==> src/rtl/fm_radio_pkg.sv <==
// Shared FM radio datapath constants and the 16-bit sample quantizer
// used by both the IQ front end and the audio path.
package fm_radio_pkg;

    localparam int DATA_SIZE  = 32;
    localparam int BYTE_SIZE  = 8;
    localparam int QUANT_BITS = 10;

    // Sign-extend to the datapath width first so the shift never loses the sign.
    function automatic logic signed [DATA_SIZE-1:0] quantize(input logic signed [15:0] sample);
        logic signed [DATA_SIZE-1:0] wide;
        wide = DATA_SIZE'(sample);
        return wide <<< QUANT_BITS;
    endfunction

endpackage

==> src/rtl/iq_byte_unpacker.sv <==
// Pops usrp.dat bytes, assembles I-low/I-high/Q-low/Q-high groups and pushes
// one quantized I/Q pair into the I and Q sample FIFOs together.
//
// state   | meaning
// S_READ  | popping bytes of the current group into byte slots
// S_WRITE | quantized pair registered, waiting for both FIFOs to have room
module iq_byte_unpacker
    import fm_radio_pkg::*;
(
    input  logic                 clock,
    input  logic                 reset,
    input  logic                 in_empty,
    output logic                 in_rd_en,
    input  logic [BYTE_SIZE-1:0] in_dout,
    input  logic                 i_out_full,
    output logic                 i_out_wr_en,
    output logic [DATA_SIZE-1:0] i_out_din,
    input  logic                 q_out_full,
    output logic                 q_out_wr_en,
    output logic [DATA_SIZE-1:0] q_out_din
);

    typedef enum logic {
        S_READ  = 1'b0,
        S_WRITE = 1'b1
    } state_t;

    state_t                        state_q;
    logic [1:0]                    byte_cnt_q;
    logic [2:0][BYTE_SIZE-1:0]     bytes_q;
    logic                          run_q;
    logic [DATA_SIZE-1:0]          i_din_q;
    logic [DATA_SIZE-1:0]          q_din_q;
    logic                          pair_ready;

    assign pair_ready = !i_out_full && !q_out_full;

    // run_q keeps every enable low for the first cycle after reset release.
    assign in_rd_en    = run_q && (state_q == S_READ) && !in_empty;
    assign i_out_wr_en = (state_q == S_WRITE) && pair_ready;
    assign q_out_wr_en = (state_q == S_WRITE) && pair_ready;
    assign i_out_din   = i_din_q;
    assign q_out_din   = q_din_q;

    always_ff @(posedge clock or negedge reset) begin
        if (!reset) begin
            state_q    <= S_READ;
            byte_cnt_q <= 2'd0;
            bytes_q    <= '0;
            run_q      <= 1'b0;
            i_din_q    <= '0;
            q_din_q    <= '0;
        end else begin
            run_q <= 1'b1;
            case (state_q)
                S_READ: begin
                    if (in_rd_en) begin
                        byte_cnt_q <= byte_cnt_q + 2'd1;
                        // The Q high byte is used straight off the FIFO head.
                        if (byte_cnt_q == 2'd3) begin
                            i_din_q <= quantize({bytes_q[1], bytes_q[0]});
                            q_din_q <= quantize({in_dout, bytes_q[2]});
                            state_q <= S_WRITE;
                        end else begin
                            bytes_q[byte_cnt_q] <= in_dout;
                        end
                    end
                end
                S_WRITE: begin
                    if (pair_ready) begin
                        state_q <= S_READ;
                    end
                end
                default: state_q <= S_READ;
            endcase
        end
    end

endmodule

==> config.mk <==
export PLATFORM = sky130hd
export DESIGN_NAME = iq_byte_unpacker
export DESIGN_NICKNAME = d
export VERILOG_FILES = /design/src/rtl/fm_radio_pkg.sv /design/src/rtl/iq_byte_unpacker.sv
export SDC_FILE = /design/constraint.sdc
export NUM_CORES = 1
export LEC_CHECK = 0
export ABC_AREA = 1
export CAP_MARGIN = 30
export CORE_MARGIN = 1
export CORE_UTILIZATION = 45
export CTS_BUF_LIST = sky130_fd_sc_hd__clkbuf_8
export DETAILED_ROUTE_END_ITERATION = 8
export PLACE_DENSITY_LB_ADDON = 0.3
export SLEW_MARGIN = 20
export SYNTH_ARGS = -nofsm -noshare
export SYNTH_HDL_FRONTEND = slang
export SYNTH_SLANG_ARGS = --single-unit
==> constraint.sdc <==
create_clock -name clock -period 1.5 [get_ports clock]
set_input_delay 0.3 -clock clock [delete_from_list [all_inputs] [get_ports clock]]
set_output_delay 0.3 -clock clock [all_outputs]
set_load 0.05 [all_outputs]
* Word level (Yosys, flattened, before mapping)
Index checks and enable logic that the tools add are counted.
** Word-level totals
- Logic and storage cells :: 32
- Output and inout bits :: 67
- Input bits :: 13
- Bits in registers :: 60
** Cells by class
- Equality and inequality tests :: 1
- Add/subtract/negate cells :: 1
- Reduce and logical (&&, ||, !) cells :: 11
- $lt $le $gt $ge :: 2
- Bitwise operators :: 2
- Multiplexer cells :: 7
** Operators with widths (count)
- $bwmux 24 :: 1
- $demux 8 s2 :: 1
- $mux 8 :: 1
- $reduce_and 3->1 :: 2
- $logic_and 1x1->1 :: 5
- $logic_not 1->1 :: 3
- $lt 2x3->1 const B :: 1
- $mux 1 :: 3
- $add 2x1->2 const B :: 1
- $eq 2x2->1 const B :: 1
- $ge 2x1->1 const B :: 1
- $not 1->1 :: 2
- $pmux 1 s2 :: 1
- $reduce_and 2->1 :: 1

* Logic depth before layout (Yosys ltp)
- Depth in word-level cells :: 5
- Depth in mapped cells :: 7

* Worst setup path before layout
No wires, ideal clock.
- Kind :: register to output
- Start :: register state_q
- End :: output port q_out_wr_en
- Data arrival time :: 1865 ps
- Stages on the path, launching flop included :: 4
- Data required time :: 1200 ps
- Setup slack :: -665 ps
- Buffers on the path :: 1
- Path through :: dfrtp_1 inv_1 nor3_1 buf_4
** On the way
- Cells in the longest elaborated chain, start to end :: 1
** Ends and longest elaborated chain
- start: declaration :: line iq_byte_unpacker.sv:28 : state_t state_q;
- start signal: assignment :: line iq_byte_unpacker.sv:47 : state_q <= S_READ;
- start signal: assignment :: line iq_byte_unpacker.sv:63 : state_q <= S_WRITE;
- start signal: assignment :: line iq_byte_unpacker.sv:71 : state_q <= S_READ;
- $logic_and 1x1->1
- end: declaration :: line iq_byte_unpacker.sv:19 : output logic q_out_wr_en,
Every way passes these cells.

* Worst setup path in the final report
- Start :: register state_q
- End :: output port in_rd_en
** On the way
- Cells in the longest elaborated chain, start to end :: 3
** Ends and longest elaborated chain
- $not 1->1 (no source line)
- $logic_and 1x1->1 (2 in series) :: line iq_byte_unpacker.sv:39 : assign in_rd_en = run_q && (state_q == S_READ) && !in_empty;
- end: declaration :: line iq_byte_unpacker.sv:13 : output logic in_rd_en,
Every way passes these cells.

==> flow_metrics.env <==
export IMPL_synthSimpleGateAreaFrac_pct=28.1
export IMPL_synth_fa_ha_area_share_pct=1.86
export IMPL_holdWs_ns=0.428
export IMPL_numCtsBuffers=9
export IMPL_vdd_drop_max_uv=1690
export IMPL_die_area_um2=6280
export IMPL_violations="setup timing"
export IMPL_path_cells="inv_2, nand2_4, nor2_4, buf_6, buf_12"
export IMPL_drt_met1_wl_mm=2.75
export IMPL_io_buffer_count=59
export IMPL_required_ns=1.20
export IMPL_grt_pass1_vias=2169
export IMPL_fp_dieH_um=79.3
export IMPL_drtIter0Drc=177
export IMPL_synth_top_family_by_area="simple AND/OR/NAND/NOR gates"
export IMPL_cp_slowest_stage_delay_ns=0.43
export IMPL_insertion_delay_ns=0.35
export IMPL_multi_input_area_um2=966
export IMPL_nets=388
export IMPL_synth_cell_types=17
export IMPL_htreeDepth=3
export IMPL_place_inst=422
export IMPL_rows=27
export IMPL_wl_mm=7.09
export IMPL_start_kind="register"
export IMPL_n_antenna_cell=0
export IMPL_stdcell_count=448
export IMPL_hold_start="i_out_full"
export IMPL_wl_per_cell_um=15.8
export IMPL_outcome="complete, but fails checks"
export IMPL_clk_pin_slew_ns=0.07
export IMPL_crit_family="flip-flops"
export IMPL_ys_seq_area_share_pct=55.9
export IMPL_worstSetupEndpointType="primary output"
export IMPL_ys_warn_count=0
export IMPL_synth_compound_area_share_pct=0.373
export IMPL_timing_max_cap_violations=0
export IMPL_setup_worst_path_start="state_q"
export IMPL_die_w_um=79.3
export IMPL_drive_above_1_share_pct=27.1
export IMPL_clockBufferDepth=2
export IMPL_critical_path_slowest_cell="dfrtp_1"
export IMPL_routed_via_density=5.15
export IMPL_ant_nets=0
export IMPL_grt_overflow=0
export IMPL_hold_viol_final=0
export IMPL_grt_first_pass_wirelength_mm=10.3
export IMPL_fin_skew_ns=0.00772
export IMPL_syn2layout_area_growth_pct=53.8
export IMPL_regArea_um2=1500
export IMPL_synthXorXnorAreaFrac_pct=0.326
export IMPL_layout_setup_ws_ns=-0.132
export IMPL_finalCritPeriodShare_pct=109
export IMPL_cts_sinks=60
export IMPL_core_area_um2=5640
export IMPL_rsz0062_at_grt="yes"
export IMPL_syn_inst=301
export IMPL_power_density_nw_per_um2=2620
export IMPL_worstPathMaxFanout=3
export IMPL_antenna_found_initial=0
export IMPL_critPathBufInv=3
export IMPL_grt_total_usage_pct=22.0
export IMPL_first_pass_iters=5
export IMPL_synthMuxAreaShare_pct=0
export IMPL_num_vias=2309
export IMPL_setup_violations=6
export IMPL_period_needed_ns=1.63
export IMPL_met3WireLength_um=533
export IMPL_arrival_ns=1.33
export IMPL_min_path_type="primary input to register"
export IMPL_utilization_pct=73.2
export IMPL_start_util_pct=47.6
export IMPL_setup_tns_ns=-0.324
export IMPL_avgSynthCellArea_um2=8.92
export IMPL_top_layer_used="met4"
export IMPL_place_area_um2=3740
export IMPL_max_freq_mhz=613
export IMPL_fill_cells=367
export IMPL_stdcell_area_um2=4130
export IMPL_drv_slew=0
export IMPL_cts_tree="done"
export IMPL_leakage_nw=2.12
export IMPL_drc_errors=0
export IMPL_clockRootBuffer="clkbuf_8"
export IMPL_synth_cell_area_um2=2690
export IMPL_hpwlAfterDp_mm=4.05
export IMPL_grt_max_degree=61
export IMPL_gp_congestion=0.830
export IMPL_met2WireLength_mm=3.49
export IMPL_worstReg2RegStart="state_q"
export IMPL_critPathKind="register to primary output"
export IMPL_synth_seq_cells=60
export IMPL_io_pins=80
-- where the power goes --
| group | internal, mW | switching [mW] |
|---|---|---|
| combinational | 2.85 | 3.54 |
| clock | 0.726 | 0.653 |
| sequential | 2.37 | 0.675 |
| total | 5.95 | 4.87 |
-- placed cells by master (no fill, tap or decap), types with 2 or more instances in the layout --
cell type and n:
clkdlybuf4s50_1 10, clkinv_2 3, nor3_4 2, ha_1 3, nand4_1 27, clkbuf_8 12
buf_6 6, conb_1 21, buf_4 16, dfrtp_1 59, buf_12 50, clkbuf_16 2
inv_1 4, inv_2 2, nand2_1 145, o21ai_0 2
-- stage by stage --
step	power, mW	setup slack [ns]
after detailed placement	9.17	-0.0655
after floorplan	6.21	0.0597
final	10.8	-0.132
after CTS	10.6	-0.106
after global routing	11.3	-0.185
after global placement	9.03	-0.0250
-- metal layers --
metal	vias to the layer above	global-route usage [%]
met5	-	0
met4	0	15.1
met3	27	5.40
met2	137	35.3
met1	1105	26.1
li1	1040	-
-- cell families after synthesis --
family / after synthesis
AOI/OAI and AO/OA: 2
xor gates and xnor gates: 1
adders and majority gates: 4
buffers and inverters: 53
DFF: 60
other: 2
and+or+nand+nor: 179
-- synth_stat cells (all sizes together) --
cell type	n	area (um2)
nand2	148	558
dfrtp	60	1500
buf	47	330
nand4	27	169
inv	6	22.5
ha	4	50.1
conb	2	7.51
nor2	2	7.51
nor3	2	21.3
o21ai	2	10.0
xor2	1	8.76
-- registers in the layout (all words and copies together), names as in the netlist --
register    flops
byte_cnt_q      2
i_out_din      16
state_q         1
run_q           1
bytes_q        24
q_out_din      16
-- path summary, 6_finish.rpt --
kind / endpoint / slack [ns] / cells past startpoint
min in group asynchronous: state_q / 0.48 / 3
min reg2reg: i_out_din[18] / 0.47 / 2
min: state_q / 0.43 / 3
max reg2reg: bytes_q[20] / -0.02 / 9
max in group asynchronous: byte_cnt_q[0] / 0.75 / 3
max: in_rd_en / -0.13 / 5
-- worst register-to-register path: cells and delay by family, from the launching register on --
kind / cells / cell delay (ns)
DFF: 1 / 0.43
and+or+nand+nor: 4 / 0.42
buffers and inverters: 5 / 0.62
-- timing repair --
action / in CTS / in global routing
endpoints found under the hold margin: 60 / 0
cloned: 0 / 3
pin swaps: 2 / 1
endpoints found under the setup margin: 3 / 37
hold buffers: 1 / 0
resized for setup: 7 / 14
buffers inserted: 6 / 2
-- layout make-up --
type | instances | share of cell area, %
Clock buffer | 12 | 4.00
Clock inverter | 4 | 0.545
Inverter | 6 | 0.545
Multi-Input combinational cell | 207 | 23.4
Sequential cell | 60 | 36.4
Tap cell | 72 | 2.18
Timing Repair Buffer | 87 | 33.0
No activity file was read; power rests on OpenSTA's default activity.
